===== src/rtl/bus_pkg.sv =====
// Shared types and defaults for the read-bus master-side sequencer.
package bus_pkg;

    // Default width of the shared read-bus address.
    localparam int AW_DEFAULT = 8;

    // Address carried on the shared bus at the default width.
    typedef logic [AW_DEFAULT-1:0] bus_addr_t;

    // Sequencer states; explicit 3-bit encoding keeps the register layout stable.
    typedef enum logic [2:0] {
        ST_IDLE    = 3'd0,
        ST_REQ     = 3'd1,
        ST_DATA    = 3'd2,
        ST_RELEASE = 3'd3,
        ST_ERR     = 3'd4
    } state_t;

endpackage


===== src/rtl/bus_read_arbiter_rr_pick.sv =====
// Combinational round-robin selector: first set request at or above ptr, with wrap.
module rr_pick #(
    parameter int NREQ = 4,
    parameter int SW   = $clog2(NREQ)
) (
    input  logic [NREQ-1:0] req,
    input  logic [SW-1:0]   ptr,
    output logic            valid,
    output logic [SW-1:0]   sel
);

    logic [SW-1:0] idx;

    // Scan offsets from the far end back toward ptr so the nearest set bit wins.
    always_comb begin
        valid = |req;
        sel   = ptr;
        idx   = ptr;
        for (int k = NREQ - 1; k >= 0; k--) begin
            idx = SW'((int'(ptr) + k) % NREQ);
            if (req[idx]) begin
                sel = idx;
            end
        end
    end

endmodule


===== src/rtl/bus_read_arbiter.sv =====
// Master-side read-bus sequencer: round-robin arbitration, four-phase Den
// handshake with a bounded wait, and per-master done/err pulses.
module bus_read_arbiter
    import bus_pkg::*;
#(
    parameter int NREQ    = 4,
    parameter int AW      = AW_DEFAULT,
    parameter int TIMEOUT = 15
) (
    input  logic              clk,
    input  logic              rst,
    input  logic [NREQ-1:0]   req,
    input  logic [NREQ*AW-1:0] addr_in,
    input  logic              bus_den,
    output logic [NREQ-1:0]   gnt,
    output logic              bus_rd,
    output logic [AW-1:0]     bus_addr,
    output logic [NREQ-1:0]   done,
    output logic [NREQ-1:0]   err
);

    localparam int SW = $clog2(NREQ);
    localparam int CW = $clog2(TIMEOUT);
    localparam logic [CW-1:0] CNT_LAST = CW'(TIMEOUT - 1);
    localparam logic [CW-1:0] CNT_MAX  = '1;
    localparam logic [SW-1:0] SEL_LAST = SW'(NREQ - 1);

    state_t            state_q;
    logic [SW-1:0]     ptr_q;
    logic [SW-1:0]     sel_q;
    logic [CW-1:0]     cnt_q;
    logic [NREQ-1:0]   gnt_q;
    logic              bus_rd_q;
    logic [AW-1:0]     bus_addr_q;
    logic [NREQ-1:0]   done_q;
    logic [NREQ-1:0]   err_q;

    logic              pick_valid;
    logic [SW-1:0]     pick_sel;
    logic [AW-1:0]     addr_arr [NREQ];
    logic [CW-1:0]     cnt_inc;
    logic [SW-1:0]     ptr_d;

    // Unpack the flat address bus into one entry per master.
    generate
        for (genvar gi = 0; gi < NREQ; gi++) begin : g_addr
            assign addr_arr[gi] = addr_in[gi*AW +: AW];
        end
    endgenerate

    rr_pick #(
        .NREQ (NREQ),
        .SW   (SW)
    ) u_pick (
        .req   (req),
        .ptr   (ptr_q),
        .valid (pick_valid),
        .sel   (pick_sel)
    );

    // Wait counter saturates rather than wrapping; pointer moves past the last winner.
    assign cnt_inc = (cnt_q == CNT_MAX) ? cnt_q : cnt_q + 1'b1;
    assign ptr_d   = (sel_q == SEL_LAST) ? '0 : sel_q + 1'b1;

    function automatic logic [NREQ-1:0] onehot(input logic [SW-1:0] s);
        onehot    = '0;
        onehot[s] = 1'b1;
    endfunction

    // Transaction sequencer; every output is produced from a register.
    always_ff @(posedge clk) begin
        if (rst) begin
            state_q    <= ST_IDLE;
            ptr_q      <= '0;
            sel_q      <= '0;
            cnt_q      <= '0;
            gnt_q      <= '0;
            bus_rd_q   <= 1'b0;
            bus_addr_q <= '0;
            done_q     <= '0;
            err_q      <= '0;
        end else begin
            done_q <= '0;
            err_q  <= '0;
            case (state_q)
                ST_IDLE: begin
                    cnt_q    <= '0;
                    gnt_q    <= '0;
                    bus_rd_q <= 1'b0;
                    if (pick_valid) begin
                        sel_q      <= pick_sel;
                        bus_addr_q <= addr_arr[pick_sel];
                        gnt_q      <= onehot(pick_sel);
                        bus_rd_q   <= 1'b1;
                        state_q    <= ST_REQ;
                    end
                end
                ST_REQ: begin
                    cnt_q <= cnt_inc;
                    if (bus_den) begin
                        done_q  <= onehot(sel_q);
                        state_q <= ST_DATA;
                    end else if (cnt_q == CNT_LAST) begin
                        err_q    <= onehot(sel_q);
                        gnt_q    <= '0;
                        bus_rd_q <= 1'b0;
                        state_q  <= ST_ERR;
                    end
                end
                ST_DATA: begin
                    cnt_q    <= '0;
                    gnt_q    <= '0;
                    bus_rd_q <= 1'b0;
                    state_q  <= ST_RELEASE;
                end
                ST_ERR: begin
                    cnt_q   <= '0;
                    state_q <= ST_RELEASE;
                end
                ST_RELEASE: begin
                    // A slave stuck high on Den is abandoned after the same bound, silently.
                    if (!bus_den || cnt_q == CNT_LAST) begin
                        cnt_q   <= '0;
                        ptr_q   <= ptr_d;
                        state_q <= ST_IDLE;
                    end else begin
                        cnt_q <= cnt_inc;
                    end
                end
                default: begin
                    cnt_q    <= '0;
                    gnt_q    <= '0;
                    bus_rd_q <= 1'b0;
                    state_q  <= ST_IDLE;
                end
            endcase
        end
    end

    assign gnt      = gnt_q;
    assign bus_rd   = bus_rd_q;
    assign bus_addr = bus_addr_q;
    assign done     = done_q;
    assign err      = err_q;

endmodule


===== config.mk =====
export PLATFORM = sky130hd
export DESIGN_NAME = bus_read_arbiter
export DESIGN_NICKNAME = d
export VERILOG_FILES = /design/src/rtl/bus_pkg.sv /design/src/rtl/bus_read_arbiter_rr_pick.sv /design/src/rtl/bus_read_arbiter.sv
export SDC_FILE = /design/constraint.sdc
export NUM_CORES = 1
export LEC_CHECK = 0
export CAP_MARGIN = 30
export CORE_ASPECT_RATIO = 0.9
export CORE_MARGIN = 5
export CORE_UTILIZATION = 34
export DETAILED_ROUTE_END_ITERATION = 16
export GPL_ROUTABILITY_DRIVEN = 0
export PLACE_DENSITY = 0.68
export SLEW_MARGIN = 30
export SYNTH_ARGS = -nofsm -noshare
export SYNTH_HDL_FRONTEND = slang
export SYNTH_SLANG_ARGS = --single-unit
export TNS_END_PERCENT = 5

===== constraint.sdc =====
create_clock -name clk -period 3.6 [get_ports clk]
set_clock_uncertainty 0.15 [all_clocks]
set_input_delay 0.36 -clock clk [delete_from_list [all_inputs] [get_ports clk]]
set_output_delay 0.36 -clock clk [all_outputs]
set_load 0.01 [all_outputs]

== Yosys cells after proc, flatten, opt, wreduce, memory -nomap -nowiden ==
Cells that the tools add are included.
Cells by class
  add/subtract/negate cells: 5
  $lt $le $gt $ge: 9
  eq/ne operators: 12
  muxes and demuxes: 36
  bitwise gates (word level): 5
  reduce and logical (&&, ||, !) cells: 14
Operators with widths (count)
  2-to-1 mux 4 bit: 5
  < comparator 2 x 3 -> 1 bit (second input constant): 6
  binary-select mux 8 bit (select 2 bit): 1
  2-to-1 mux 8 bit: 2
  2-to-1 mux 3 bit: 4
  case mux 3 bit (4 select lines): 1
  case mux 4 bit (3 select lines): 1
  2-to-1 mux 2 bit: 5
  2-to-1 mux 1 bit: 9
  binary-select mux 1 bit (select 2 bit): 4
  equality test 4 bit (second input constant): 2
  != test 2 bit (second input constant): 4
  case mux 4 bit (2 select lines): 1
  OR reduction 4 bit: 2
  equality test 3 x 2 -> 1 bit (second input constant): 2
  AND reduction 3 bit: 2
  adder 2 x 1 -> 2 bit (second input constant): 2
  adder 2 bit (second input constant): 2
  adder 4 x 1 -> 4 bit (second input constant): 1
  demux 1 bit (select 2 bit): 2
  >= comparator 2 x 1 -> 1 bit (second input constant): 2
  NOT 1 bit: 4
  AND reduction 2 bit: 2
  OR reduction 2 bit: 2
  12 further kinds: 13
Storage, ports and cells
  register bits: 32
  bits of input ports: 39
  output and inout bits: 21
  word-level logic and storage cells: 90

== Depth between registers and ports, before layout ==
  depth after elaboration: 13
  gate-level depth with buffers: 7
  gate-level depth less buffers: 7

== Modules after synthesis ==
From an unflattened synthesis, not the netlist that was laid out.
Unflattened totals
  cell total of the unflattened synthesis: 167
  area total of the unflattened synthesis: 1644.1 um2
By module, submodules not included
  bus_read_arbiter: times used 1, cells each 151, area each 1544.0 um2, sequential area each 640.6 um2
  rr_pick: times used 1, cells each 16, area each 100.1 um2, sequential area each 0.0 um2

== Worst setup path after synthesis ==
No wires, ideal clock.
  kind: register -> register
  start point: reg cnt_q[0]
  end point: reg state_q[0]
  setup time: 0.086 ns
  data arrival time: 1.446 ns
  required time: 3.364 ns
  setup slack: 1.918 ns
  cell stages (with the launch flop): 8
  buffers on the path: 0
  clock period less this slack: 1.682 ns
  path through: dfxtp_1 > inv_1 > ha_1 > and3_1 > or3_1 > a21oi_1 > nor2_1 > a211oi_1
Between the ends
  longest elaborated chain between the ends: 4
  elaborated cells on any way between the ends: 5
  classes of those cells: 3 x eq/ne; 2 x reduce/logical
RTL lines
  start, declared: RTL line bus_read_arbiter.sv:31  | logic [CW-1:0] cnt_q;
  start signal, assigned: RTL line bus_read_arbiter.sv:99  | cnt_q <= cnt_inc;
  start signal, assigned: RTL line bus_read_arbiter.sv:127  | cnt_q <= cnt_inc;
  equality test 4 bit (*): RTL line bus_read_arbiter.sv:103, bus_read_arbiter.sv:122
  logical OR 1 bit: RTL line bus_read_arbiter.sv:122  | if (!bus_den || cnt_q == CNT_LAST) begin
  != test 2 bit (no source line)
  AND reduction 3 bit (no source line) (*)
  end signal, assigned: RTL line bus_read_arbiter.sv:102  | state_q <= ST_DATA;
  end signal, assigned: RTL line bus_read_arbiter.sv:107  | state_q <= ST_ERR;
  end signal, assigned: RTL line bus_read_arbiter.sv:125  | state_q <= ST_IDLE;
  end, declared: RTL line bus_read_arbiter.sv:28  | state_t state_q;
Mark *: on every way between the ends. The rest lies on a longest branch, timed or not.
A chain may end at the register's enable or synchronous reset.

== Worst setup path after layout ==
  start point: in req[0]
  end point: reg bus_addr_q[7], in the netlist bus_addr[7]
Between the ends
  longest elaborated chain between the ends: 10
  elaborated cells on any way between the ends: 18
  classes of those cells: 15 x mux; 1 x bitwise; 2 x reduce/logical
RTL lines
  start, declared: RTL line bus_read_arbiter.sv:12  | input logic [NREQ-1:0] req,
  binary-select mux 1 bit (select 2 bit): RTL line bus_read_arbiter_rr_pick.sv:21  | if (req[idx]) begin
  2-to-1 mux 1 bit (not written as such): RTL line bus_read_arbiter_rr_pick.sv:21
  2-to-1 mux 2 bit (4 in a row): RTL line bus_read_arbiter_rr_pick.sv:21
  NOT 2 -> 3 bit (not written as such): RTL line bus_read_arbiter.sv:92  | bus_addr_q <= addr_arr[pick_sel];
  binary-select mux 8 bit (select 2 bit): RTL line bus_read_arbiter.sv:92
  2-to-1 mux 8 bit (not written as such) (2 in a row): RTL line bus_read_arbiter.sv:92
  end signal, assigned: RTL line bus_read_arbiter.sv:92
  end, declared: RTL line bus_read_arbiter.sv:34  | logic [AW-1:0] bus_addr_q;
Parallel ways exist; a longest one is shown, timed or not. The select of a mux whose other input is x is not followed.

==> results.cfg <==
[status]
status = completed

[clock_tree]
numCtsBuffers = 5
post-cts-setup-buffers = 0
clk_pin_slew_ns = 0.06
cts_sinks = 32
cts.hold.buffers_added = 0
cts_max_level = 2
cts.repair.resized = 0
cts-root-buf = clkbuf_8
clkLatencyLatePin_ns = 0.28
cts_tree = yes
clk_path_buf_depth = 2

[worst_setup_path]
required_ns = 3.60
cp.arrival_ns = 2.21
slowest_stage = o41ai_2
crit_buf_inv = 1
cp_max_fo = 8
cp_cell_sequence = clkdlybuf4s50_1 -> nor2b_1 -> o41ai_2 -> or3_1 -> o221ai_1
cp-startpoint = req[0]
cp_num_cells = 5
crit_path_end_kind = register
reg2reg_to = gnt[3]$_SDFFE_PP0P_
timing.critical_path.to = bus_addr[7]$_SDFFE_PP0P_
worstSetupPathType = in2reg
reg2reg_depth = 6
r2r-start = cnt_q[1]$_SDFF_PP0_
rrSetupSlack_ns = 1.51
cp-start-kind = input pin
cpPeakStageDelay_ns = 0.63
critPathTopFamily = compound AO/OA/AOI/OAI gates

[sta]
rsz0062_at_grt = no
fmax_mhz = 451
setup_viol = 0
finalCritPeriodShare_pct = 61.5
finalSetupTns_ns = 0
hold_viol_final = 0
worst_pin_slew_ns = 0.639
final.min_clock_period_ns = 2.22
relSlewSlack_pct = 56.9
fin_hold_ws_ns = 0.307
drv_slew = 0

[pwr]
combPwrFrac_pct = 20.1
p_clk_share_pct = 33.8
power.internal_mw = 0.623
swShare_pct = 26.2
seq_power_share_pct = 46.1
ir_drop_mv = 0.195
p_switching_mw = 0.221
power.leakage_nw = 0.858
power.density_nw_per_um2 = 370

[die]
start_util_pct = 35.1
coreArea_sq_um = 4430
die_area_sq_um = 6040
io_pins = 60
rows = 23
die_w_um = 81.4
die_h_um = 74.2

[logic_synthesis]
synth.net_count = 219
mappedNetlistArea_sq_um = 1560
seq_area_frac_synth_pct = 41.1
ys.flop_type = dfxtp_1
avgSynthCellArea_sq_um = 8.95
yosys_warnings = 0
synth.area.top_cells = dfxtp_1 41%, mux2i_1 10%, ha_1 4.8%
synthDominantCellAreaShare_pct = 41.1
synth_top_area_cell = dfxtp_1
synth-edff-count = 0
syn_inst = 174
async_flop_share_pct = 0
synth_seq_cells = 32
synth_cell_types = 38

[layout]
drive_gt1_share_pct = 6.36
area_growth_pct = 46.3
fin_nets = 280
fin_area_sq_um = 2280
utilization_pct = 51.4
mostFrequentLayoutCells = 59 x clkdlybuf4s50_1, 32 x dfxtp_1, 20 x nand2_1
final-instance-count-excl-fill = 298
nFillCells = 428
final_common_cell = clkdlybuf4s50_1
diodes = 0

[global_routing]
grt_pass1_wl_mm = 6.39
grt_remaining_overflow = 0
grt_pass1_vias = 1364
grt_antenna_before_repair = 0
grt.total_usage_pct = 13.7
grt_max_degree = 22

[routing]
wl_mm = 3.93
first_iter_violations = 51
drt-pass1-iter-count = 4
dr_total_vias = 1413
viasPerCell = 4.74
drc = 0
wl_per_cell_um = 13.2
drtAntennaViolNets = 0

[placement]
dpl.hpwl_mm = 2.94
dpl_cell_area_sq_um = 2190
dp_cells = 290
numPortBuffers = 59

[hold_path]
hold_path.class = reg2reg
hold_start = gnt[0]$_SDFFE_PP0P_

[job]
maxCapViolations = 0
[cell usage after synthesis, types with 2 or more instances]
cell type / n
nand2_1: 20
inv_1: 9
nor3_1: 4
o21ai_0: 4
nand3_1: 5
ha_1: 6
or3_1: 3
mux2i_1: 16
nor2_1: 17
nand3b_1: 2
o221ai_1: 8
o21ai_1: 2
nor2b_1: 3
nand2b_1: 2
dfxtp_1: 32
and3_1: 5
a211oi_1: 2
buf_6: 2
a21oi_1: 13
[area by class of cell]
cell class / instances / area (sq um) / share of cell area [%]
tap: 62 / 77.6 / 3.40
inverter: 9 / 33.8 / 1.48
multi-input combinational: 128 / 845 / 37.0
sequential: 32 / 641 / 28.1
clock inverter: 2 / 10.0 / 0.439
clock buffer: 6 / 82.6 / 3.62
timing repair buffer: 59 / 591 / 25.9
[routing by layer]
layer  up-vias  wire length [um]  global-route usage [%]  share of wire, %
met5         -                 0                       0                 0
met4         0                63                    5.63               1.6
met3         4               153                    4.36               3.9
met2        21              1900                    21.3                48
met1       649              1810                    17.6                46
li1        739                 -                       -                 -
[worst register-to-register path: stages (launching register included)]
cell and delay [ns]:
dfxtp_1 0.41, ha_1 0.19, nand3_1 0.12, nor3_1 0.46, o21ai_0 0.34, a32oi_1 0.23, nor2_1 0.06
[power by group through the flow]
stage	clock network, mW	registers (mW)	logic [mW]
global route	0.309	0.391	0.187
global placement	0	0.396	0.169
floorplan	0	0.400	0.0807
CTS	0.293	0.389	0.171
finish	0.286	0.389	0.169
detailed placement	0	0.397	0.170
[state kept, by name (all words and copies together), names as in the netlist]
name	count
bus_rd	1
bus_addr	8
sel_q	2
ptr_q	2
state_q	3
done	4
err	4
cnt_q	4
gnt	4
[metrics by stage]
step / worst slack [ns] / total power [mW]
6_report: 1.38 / 0.844
5_1_grt: 1.18 / 0.888
4_1_cts: 1.39 / 0.853
3_5_place_dp: 1.09 / 0.566
3_3_place_gp: 1.13 / 0.565
2_1_floorplan: 1.92 / 0.480
[how the worst min path moves through the flow]
| stage | end | slack (ns) | depth (start not counted) |
|---|---|---|---|
| 2_1_floorplan | state_q[0]$_SDFFE_PP0P_ | 0.28 | 1 |
| 3_3_place_gp | bus_addr[2]$_SDFFE_PP0P_ | 0.29 | 2 |
| 3_5_place_dp | gnt[2]$_SDFFE_PP0P_ | 0.30 | 2 |
| 4_1_cts | gnt[0]$_SDFFE_PP0P_ | 0.31 | 2 |
| 5_1_grt | gnt[0]$_SDFFE_PP0P_ | 0.33 | 2 |
| 6_report | gnt[0]$_SDFFE_PP0P_ | 0.31 | 2 |
[kinds of logic (layout without fill, tap and decap cells)]
group	Yosys count	count (layout)	share of synthesized area, %
DFF	32	32	41.1
muxes	16	16	10.3
adders and majority gates	6	6	4.82
xor gates and xnor gates	1	1	0.562
buffers and inverters	14	76	4.66
and+or+nand+nor	70	70	23.1
AOI/OAI and AO/OA	35	35	15.5
Note: power is estimated with default switching activity, not from simulation.
